### src/rtl/instr_fetch_unit.sv
// instr_fetch_unit: PC owner and instruction-memory fetch handshake with misaligned-target fault detection
module instr_fetch_unit #(
    parameter int               Width    = 32,
    parameter logic [Width-1:0] RESET_PC = '0
) (
    input  logic             clk,
    input  logic             rst,
    output logic             imem_req,
    output logic [Width-1:0] imem_addr,
    input  logic [Width-1:0] imem_rdata,
    input  logic             imem_ack,
    output logic [Width-1:0] instr,
    output logic             instr_valid,
    input  logic             instr_ready,
    input  logic [1:0]       PCsrc,
    input  logic [Width-1:0] ImmExt,
    input  logic [Width-1:0] ALUResult,
    output logic [Width-1:0] PC,
    output logic [Width-1:0] PCPlus4,
    output logic [31:0]      instret,
    output logic             fault,
    output logic [Width-1:0] fault_addr
);
    typedef enum logic [1:0] {BOOT, REQ, HOLD, FAULT} state_t;
    state_t           state_q, state_d;
    logic [Width-1:0] pc_q, pc_d, instr_q, instr_d, fault_addr_q, fault_addr_d, target;
    logic [31:0]      instret_q, instret_d;
    logic             fault_q, fault_d, commit, misaligned, alu_lsb_unused;
    assign alu_lsb_unused = ALUResult[0];
    assign imem_req    = state_q == REQ;
    assign imem_addr   = pc_q;
    assign instr_valid = state_q == HOLD;
    assign instr       = instr_q;
    assign PC          = pc_q;
    assign PCPlus4     = pc_q + Width'(4);
    assign instret     = instret_q;
    assign fault       = fault_q;
    assign fault_addr  = fault_addr_q;
    always_comb begin
        commit     = state_q == HOLD && instr_ready;
        // jalr clears the LSB before the alignment check, so only bit 1 can fault there
        target     = PCsrc == 2'b01 ? pc_q + ImmExt :
                     PCsrc == 2'b11 ? {ALUResult[Width-1:1], 1'b0} : pc_q + Width'(4);
        misaligned = |target[1:0];
        state_d    = state_q;
        case (state_q)
            BOOT:    state_d = REQ;
            REQ:     state_d = imem_ack ? HOLD : REQ;
            HOLD:    state_d = !instr_ready ? HOLD : misaligned ? FAULT : REQ;
            default: state_d = FAULT;
        endcase
        pc_d         = commit && !misaligned ? target : pc_q;
        instr_d      = state_q == REQ && imem_ack ? imem_rdata : instr_q;
        instret_d    = instret_q + 32'(commit);
        fault_d      = fault_q | (commit & misaligned);
        fault_addr_d = commit && misaligned ? target : fault_addr_q;
    end
    always_ff @(posedge clk or posedge rst) begin
        if (rst) begin
            state_q      <= BOOT;
            pc_q         <= RESET_PC;
            instr_q      <= Width'(32'h0000_0013);
            instret_q    <= '0;
            fault_q      <= 1'b0;
            fault_addr_q <= '0;
        end else begin
            state_q      <= state_d;
            pc_q         <= pc_d;
            instr_q      <= instr_d;
            instret_q    <= instret_d;
            fault_q      <= fault_d;
            fault_addr_q <= fault_addr_d;
        end
    end
endmodule
### config.mk
export PLATFORM = sky130hd
export DESIGN_NAME = instr_fetch_unit
export DESIGN_NICKNAME = d
export VERILOG_FILES = /design/src/rtl/instr_fetch_unit.sv
export SDC_FILE = /design/constraint.sdc
export NUM_CORES = 1
export LEC_CHECK = 0
export CAP_MARGIN = 20
export CORE_AREA = 2 2 136 138
export CTS_BUF_LIST = sky130_fd_sc_hd__clkbuf_8
export CTS_CLUSTER_DIAMETER = 50
export DETAILED_ROUTE_END_ITERATION = 10
export DIE_AREA = 0 0 138 140
export PLACE_DENSITY = 0.82
export RECOVER_POWER = 25
export SLEW_MARGIN = 5
export SYNTH_ARGS = -nofsm -noshare
export SYNTH_HDL_FRONTEND = slang
export SYNTH_SLANG_ARGS = --single-unit
### constraint.sdc
create_clock -name clk -period 6 [get_ports clk]
set_clock_uncertainty 0.15 [all_clocks]
set_input_delay 1.2 -clock clk [delete_from_list [all_inputs] [get_ports clk]]
set_output_delay 1.2 -clock clk [all_outputs]
set_load 0.005 [all_outputs]
==> impl_metrics.yaml, run 1 <==
status:
  outcome: "finished with violations"
  violations: "capacitance limit, slew limit"
place:
  pre_cts_ws_ns: 1.25
  place.gp.congestion: 0.913
  hpwl_um: 19600
  io_buffers: 295
clock_network:
  holdBufCountCts: 0
  clkLatencyLatePin_ns: 0.44
  cts_buffers: 17
  clock_sinks: 131
  ctsResizeCount: 0
  postCtsSetupRepairBufs: 0
  clock_path_buffers: 2
  cts-root-buf: "clkbuf_8"
  clk_pin_slew_ns: 0.08
  cts_tree: "yes"
  htree_levels: 4
logic_synthesis:
  synthArstFlopShare_pct: 100
  seq_area_frac_synth_pct: 40.0
  synth_nets: 1009
  syn_area_um2: 8210
  synth_edf_count: 0
  synth_top_area_share_pct: 39.0
  yosys-top-cells-area: "dfrtp_1 39%, mux2_2 8.1%, ha_1 5.2%, xnor2_1 5.1%, nand2_1 4.9%"
  ys_ff_latch: 131
  yosysTopAreaCell: "dfrtp_1"
  syn_area_per_cell_um2: 9.41
  synth_cell_types: 68
  synth-main-ff-cell: "dfrtp_1"
  ys_warn_count: 0
  syn_inst: 872
critical_path:
  worstPathMaxFanout: 66
  path_delay_family: "buffers and inverters"
  cp-end-kind: "async pin"
  crit_path_cell_trace: "dlygate4sd3_1 -> clkinvlp_2 -> clkbuf_1"
  setup.worst_path.start: "rst"
  worstPathRequired_ns: 6.10
  critical_path.max_stage_delay_ns: 1.70
  reg2regPathDepth: 10
  worstReg2RegStart: "PC[0]"
  cp.buffers_inverters: 3
  rr_endpoint: "PC[28]"
  critPathSlowestCell: "clkinvlp_2"
  start_kind: "input pin"
  worstSetupPathType: "in2async"
  r2r_slack_ns: 2.36
  critical_path_arrival_ns: 4.75
sta:
  slew_headroom_pct: -101
  finalMaxSlewViolations: 132
  min_period_ns: 4.65
  finalHoldViolCount: 0
  tightest_slew_ns: 3.00
  tns_ns: 0
  rsz0062_at_grt: "no"
  setup_viol: 0
  whs_ns: 0.325
  max_freq_mhz: 215
  finalCritPeriodShare_pct: 77.5
  timing.final.ws_setup_ns: 1.35
cells_and_area:
  nets: 1265
  multiInputGateArea_um2: 4500
  regArea_um2: 3280
  fillers: 1498
  fin_util_pct: 64.6
  area_growth_pct: 40.0
  drive_above_1_share_pct: 10.4
  final_common_cell: "clkdlybuf4s50_1"
  final_cell_mix: "290 x clkdlybuf4s50_1, 128 x dfrtp_1, 108 x nand2_1"
global_routing:
  grt_pass1_vias: 7855
  grt_pass1_wl_um: 42200
  gr-total-overflow: 0
  gr-usage-all-layers_pct: 27.1
  antenna_found_initial: 1
  grt_max_degree: 67
power:
  p_per_area_nw_per_um2: 460
  power.leakage_nw: 4.76
  power_mw: 5.28
  vdd_drop_max_mv: 0.254
worst_hold_path:
  min_to: "instret[31]"
  hp-class: "reg2reg"
  min-delay-start: "instret[31]"
  hold_depth: 1
detailed_routing:
  vias: 7719
  drtIter0Drc: 398
  drc_errors: 0
  avgRoutedWirePerCell_um: 19.2
  firstDrtPassIters: 5
  antenna_left: 0
  viasPerCell: 5.63
  totalWireLength_um: 26400
floorplan:
  die_h_um: 140
  die_x_um: 138
  pin_count: 297
  core_area_um2: 17800
  rows: 49
  initial_core_util_pct: 46.2
  dieArea_um2: 19300
flow_run:
  maxCapViolations: 3
==> state kept, by name (all words and copies together) (netlist names) <==
register / cells
instr: 32
state_q: 2
instret: 32
PC: 32
fault: 1
fault_addr: 32
==> cell usage after synthesis (4+ instances only) <==
| master | count |
|---|---|
| or3_1 | 4 |
| o21ai_1 | 7 |
| o211ai_1 | 10 |
| nand4_1 | 18 |
| inv_1 | 11 |
| a21oi_1 | 43 |
| ha_1 | 34 |
| a21boi_0 | 6 |
| mux2_2 | 59 |
| o31ai_1 | 8 |
| nor4_1 | 4 |
| nor3_1 | 15 |
| o21ai_0 | 47 |
| buf_2 | 7 |
| nor2b_1 | 7 |
| nor2_1 | 62 |
| xor2_1 | 27 |
| buf_4 | 34 |
| o311ai_0 | 4 |
| clkbuf_1 | 23 |
| xnor2_1 | 48 |
| mux2i_1 | 5 |
| a211oi_1 | 7 |
| o21a_1 | 15 |
| a21o_1 | 11 |
| dfrtp_1 | 128 |
| nand2_1 | 108 |
| and3_1 | 11 |
| o22ai_1 | 7 |
| nand3_1 | 33 |
| a31oi_1 | 11 |
| nand2b_1 | 4 |
| and4_1 | 5 |
==> power by group <==
group / switching (mW) / internal (mW)
logic: 1.27 / 1.67
registers: 0.379 / 1.22
clock network: 0.407 / 0.339
total: 2.05 / 3.23
==> through the flow <==
step	cell area, um^2	cells
final	11500	1371
after global placement	11100	1338
after CTS	11500	1370
after global routing	11500	1371
after detailed placement	11100	1338
after floorplan	8210	872
==> cell type report <==
cell class,instances,area share (%)
multi-input combinational,663,39.1
sequential,131,28.6
timing repair buffer,303,26.1
tap,229,2.49
clock buffer,17,2.04
clock inverter,15,1.26
inverter,12,0.403
antenna,1,0.0218
==> logic make-up after synthesis <==
kind of cell    share of synthesized area, %
xor+xnor                                8.00
compound gates                          15.9
flops                                   40.0
fa+ha+maj                               5.43
buf+inv                                 5.23
mux                                     8.70
simple gates                            16.8
==> worst register-to-register path, delay by kind of cell, from the launching register on <==
kind	cells	cell delay [ns]
xor gates and xnor gates	1	0.17
AOI/OAI and AO/OA	6	1.68
DFF	1	0.47
adders and majority gates	2	0.72
muxes	1	0.33
==> layer usage <==
metal	vias up	track usage [%]	part of all wire, %
li1	3622	-	-
met4	0	10.5	2.8
met3	51	5.16	5.7
met5	-	0	0
met1	3740	34.8	42
met2	306	45.7	49
==> how the worst max path moves through the flow <==
stage                          end  slack, ns  cells past startpoint
floorplan                    PC[0]       1.16                      1
global placement    fault_addr[28]       1.31                     11
detailed placement          PC[28]       1.25                     11
CTS                    PCPlus4[24]       1.40                      6
global route              instr[3]       0.62                      3
finish                    instr[6]       1.35                      3
Note: power is estimated with default switching activity, not from simulation.
==> run 2, diff against run 1 <==
- clock period: 6 -> 4.55 ns (I/O delays scaled with it)
==> impl_metrics.yaml, run 2 (synthesis results as in run 1) <==
cells_and_area:
  final_cell_mix: "290 x clkdlybuf4s50_1, 128 x dfrtp_1, 108 x nand2_1"
  drive_above_1_share_pct: 10.9
  fillers: 1472
  stdcell_area_um2: 11500
  final_common_cell: "clkdlybuf4s50_1"
  area_growth_pct: 40.7
  nets: 1270
global_routing:
  grt_max_degree: 71
  gr-total-overflow: 0
  grt_pass1_vias: 7514
  gr-usage-all-layers_pct: 26.8
  grt_pass1_wl_um: 41200
  antenna_found_initial: 2
place:
  pre_cts_ws_ns: 0.249
  io_buffers: 295
  placed_area_um2: 11200
  hpwl_um: 19600
  place.gp.congestion: 0.985
worst_hold_path:
  hold_depth: 1
  hp-class: "reg2reg"
  min_to: "fault_addr[1]"
  min-delay-start: "fault_addr[1]"
clock_network:
  clk_pin_slew_ns: 0.09
  clock_sinks: 131
  cts_tree: "yes"
  htree_levels: 4
  cts-root-buf: "clkbuf_8"
  postCtsSetupRepairBufs: 0
  clkLatencyLatePin_ns: 0.45
  holdBufCountCts: 0
  clock_path_buffers: 2
  ctsResizeCount: 0
  cts_buffers: 17
critical_path:
  cp-end-kind: "output pin"
  path_delay_family: "simple AND/OR/NAND/NOR gates"
  worstPathMaxFanout: 9
  rr_endpoint: "PC[28]"
  worstReg2RegStart: "PC[0]"
  start_kind: "flip-flop"
  cp.buffers_inverters: 1
  crit_path_cell_trace: "ha_1 -> nand3_1 -> nor3_1 -> nand4_1 -> xnor2_1 -> clkdlybuf4s50_1"
  worstPathRequired_ns: 3.49
  critical_path_arrival_ns: 3.16
  reg2regPathDepth: 10
  critical_path.max_stage_delay_ns: 0.56
  worstSetupPathType: "reg2out"
  r2r_slack_ns: 1.06
  critPathSlowestCell: "nor3_1"
floorplan:
  initial_core_util_pct: 46.2
  die_h_um: 140
  core_area_um2: 17800
  rows: 49
  pin_count: 297
  die_x_um: 138
  dieArea_um2: 19300
detailed_routing:
  vias: 7699
  avgRoutedWirePerCell_um: 18.9
  totalWireLength_um: 26000
  drc_errors: 0
  viasPerCell: 5.60
  drtIter0Drc: 489
  firstDrtPassIters: 5
  antenna_left: 0
sta:
  finalMaxSlewViolations: 101
  slew_headroom_pct: -14.5
  max_freq_mhz: 237
  tightest_slew_ns: 1.72
  rsz0062_at_grt: "no"
  min_period_ns: 4.22
  tns_ns: 0
  finalHoldViolCount: 0
  setup_viol: 0
  timing.final.ws_setup_ns: 0.329
  finalCritPeriodShare_pct: 92.8
power:
  power.leakage_nw: 4.80
  p_comb_share_pct: 55.4
  seqPwrFrac_pct: 29.8
  intPower_mw: 4.32
  p_sw_mw: 2.68
  p_per_area_nw_per_um2: 607
  swShare_pct: 38.3
  clockPowerShare_pct: 14.8
  vdd_drop_max_mv: 0.343
flow_run:
  maxCapViolations: 2
status:
  violations: "capacitance limit, slew limit"
  outcome: "finished with violations"
==> run 2: changes by cell type in the layout (fill, tap and decap cells not counted), sizes merged <==
cell / delta
clkinv: -2
buf: +4
bufinv: +1
inv: +1
clkbuf: +1
==> run 2: how the worst max path moves through the flow <==
stage,from,endpoint,slack [ns],depth (start not counted)
after floorplan,ImmExt[0],PC[22],1.15,10
after global placement,ImmExt[0],fault_addr[28],0.29,11
after detailed placement,ImmExt[0],PC[28],0.25,11
after CTS,PC[3],PCPlus4[26],0.31,6
after global routing,PC[3],PCPlus4[26],0.15,6
final,PC[3],PCPlus4[26],0.33,6
==> run 2: layer usage <==
metal  vias to the layer above  wire length (um)  GRT usage [%]
li1                       3636                 -              -
met3                        52              1590           5.57
met5                         -                 0              0
met1                      3711             10700           34.3
met4                         0               854           10.9
met2                       300             12900           44.6
==> run 2: final cells by class <==
class	instances	area [um^2]	area share [%]
inverters	12	46.3	0.401
flip-flops and latches	131	3280	28.4
well taps	229	287	2.48
multi-input cells	663	4500	38.9
repair buffers	308	3030	26.3
clock inverters	15	168	1.45
diodes	1	2.50	0.0217
clock buffers	17	234	2.03
==> run 2: through the flow <==
stage | cells | power [mW] | utilization [%] | hold WS [ns]
after floorplan | 872 | 4.05 | - | 0.314
after global placement | 1343 | 5.89 | 62.8 | 0.309
after detailed placement | 1343 | 5.96 | 62.8 | 0.315
after CTS | 1375 | 7.04 | 65.1 | 0.335
after global routing | 1376 | 7.47 | 65.0 | 0.354
final | 1376 | 7.01 | 65.0 | 0.330
==> run 2: power by group through the flow <==
stage          Combinational [mW]  Sequential, mW  Clock (mW)
2_1_floorplan                2.01            2.04           0
3_3_place_gp                 3.81            2.09           0
3_5_place_dp                 3.86            2.11           0
4_1_cts                      3.89            2.09        1.06
5_1_grt                      4.20            2.15        1.11
6_report                     3.88            2.09        1.04
==> run 2: worst register-to-register path: stages, from the launching register on <==
cell	delay (ns)
dfrtp_1	0.47
ha_1	0.28
fa_1	0.43
a211oi_1	0.33
o21ai_1	0.20
a21oi_1	0.39
o211ai_1	0.28
a31oi_1	0.29
xor2_1	0.18
a21oi_1	0.11
mux2_2	0.27
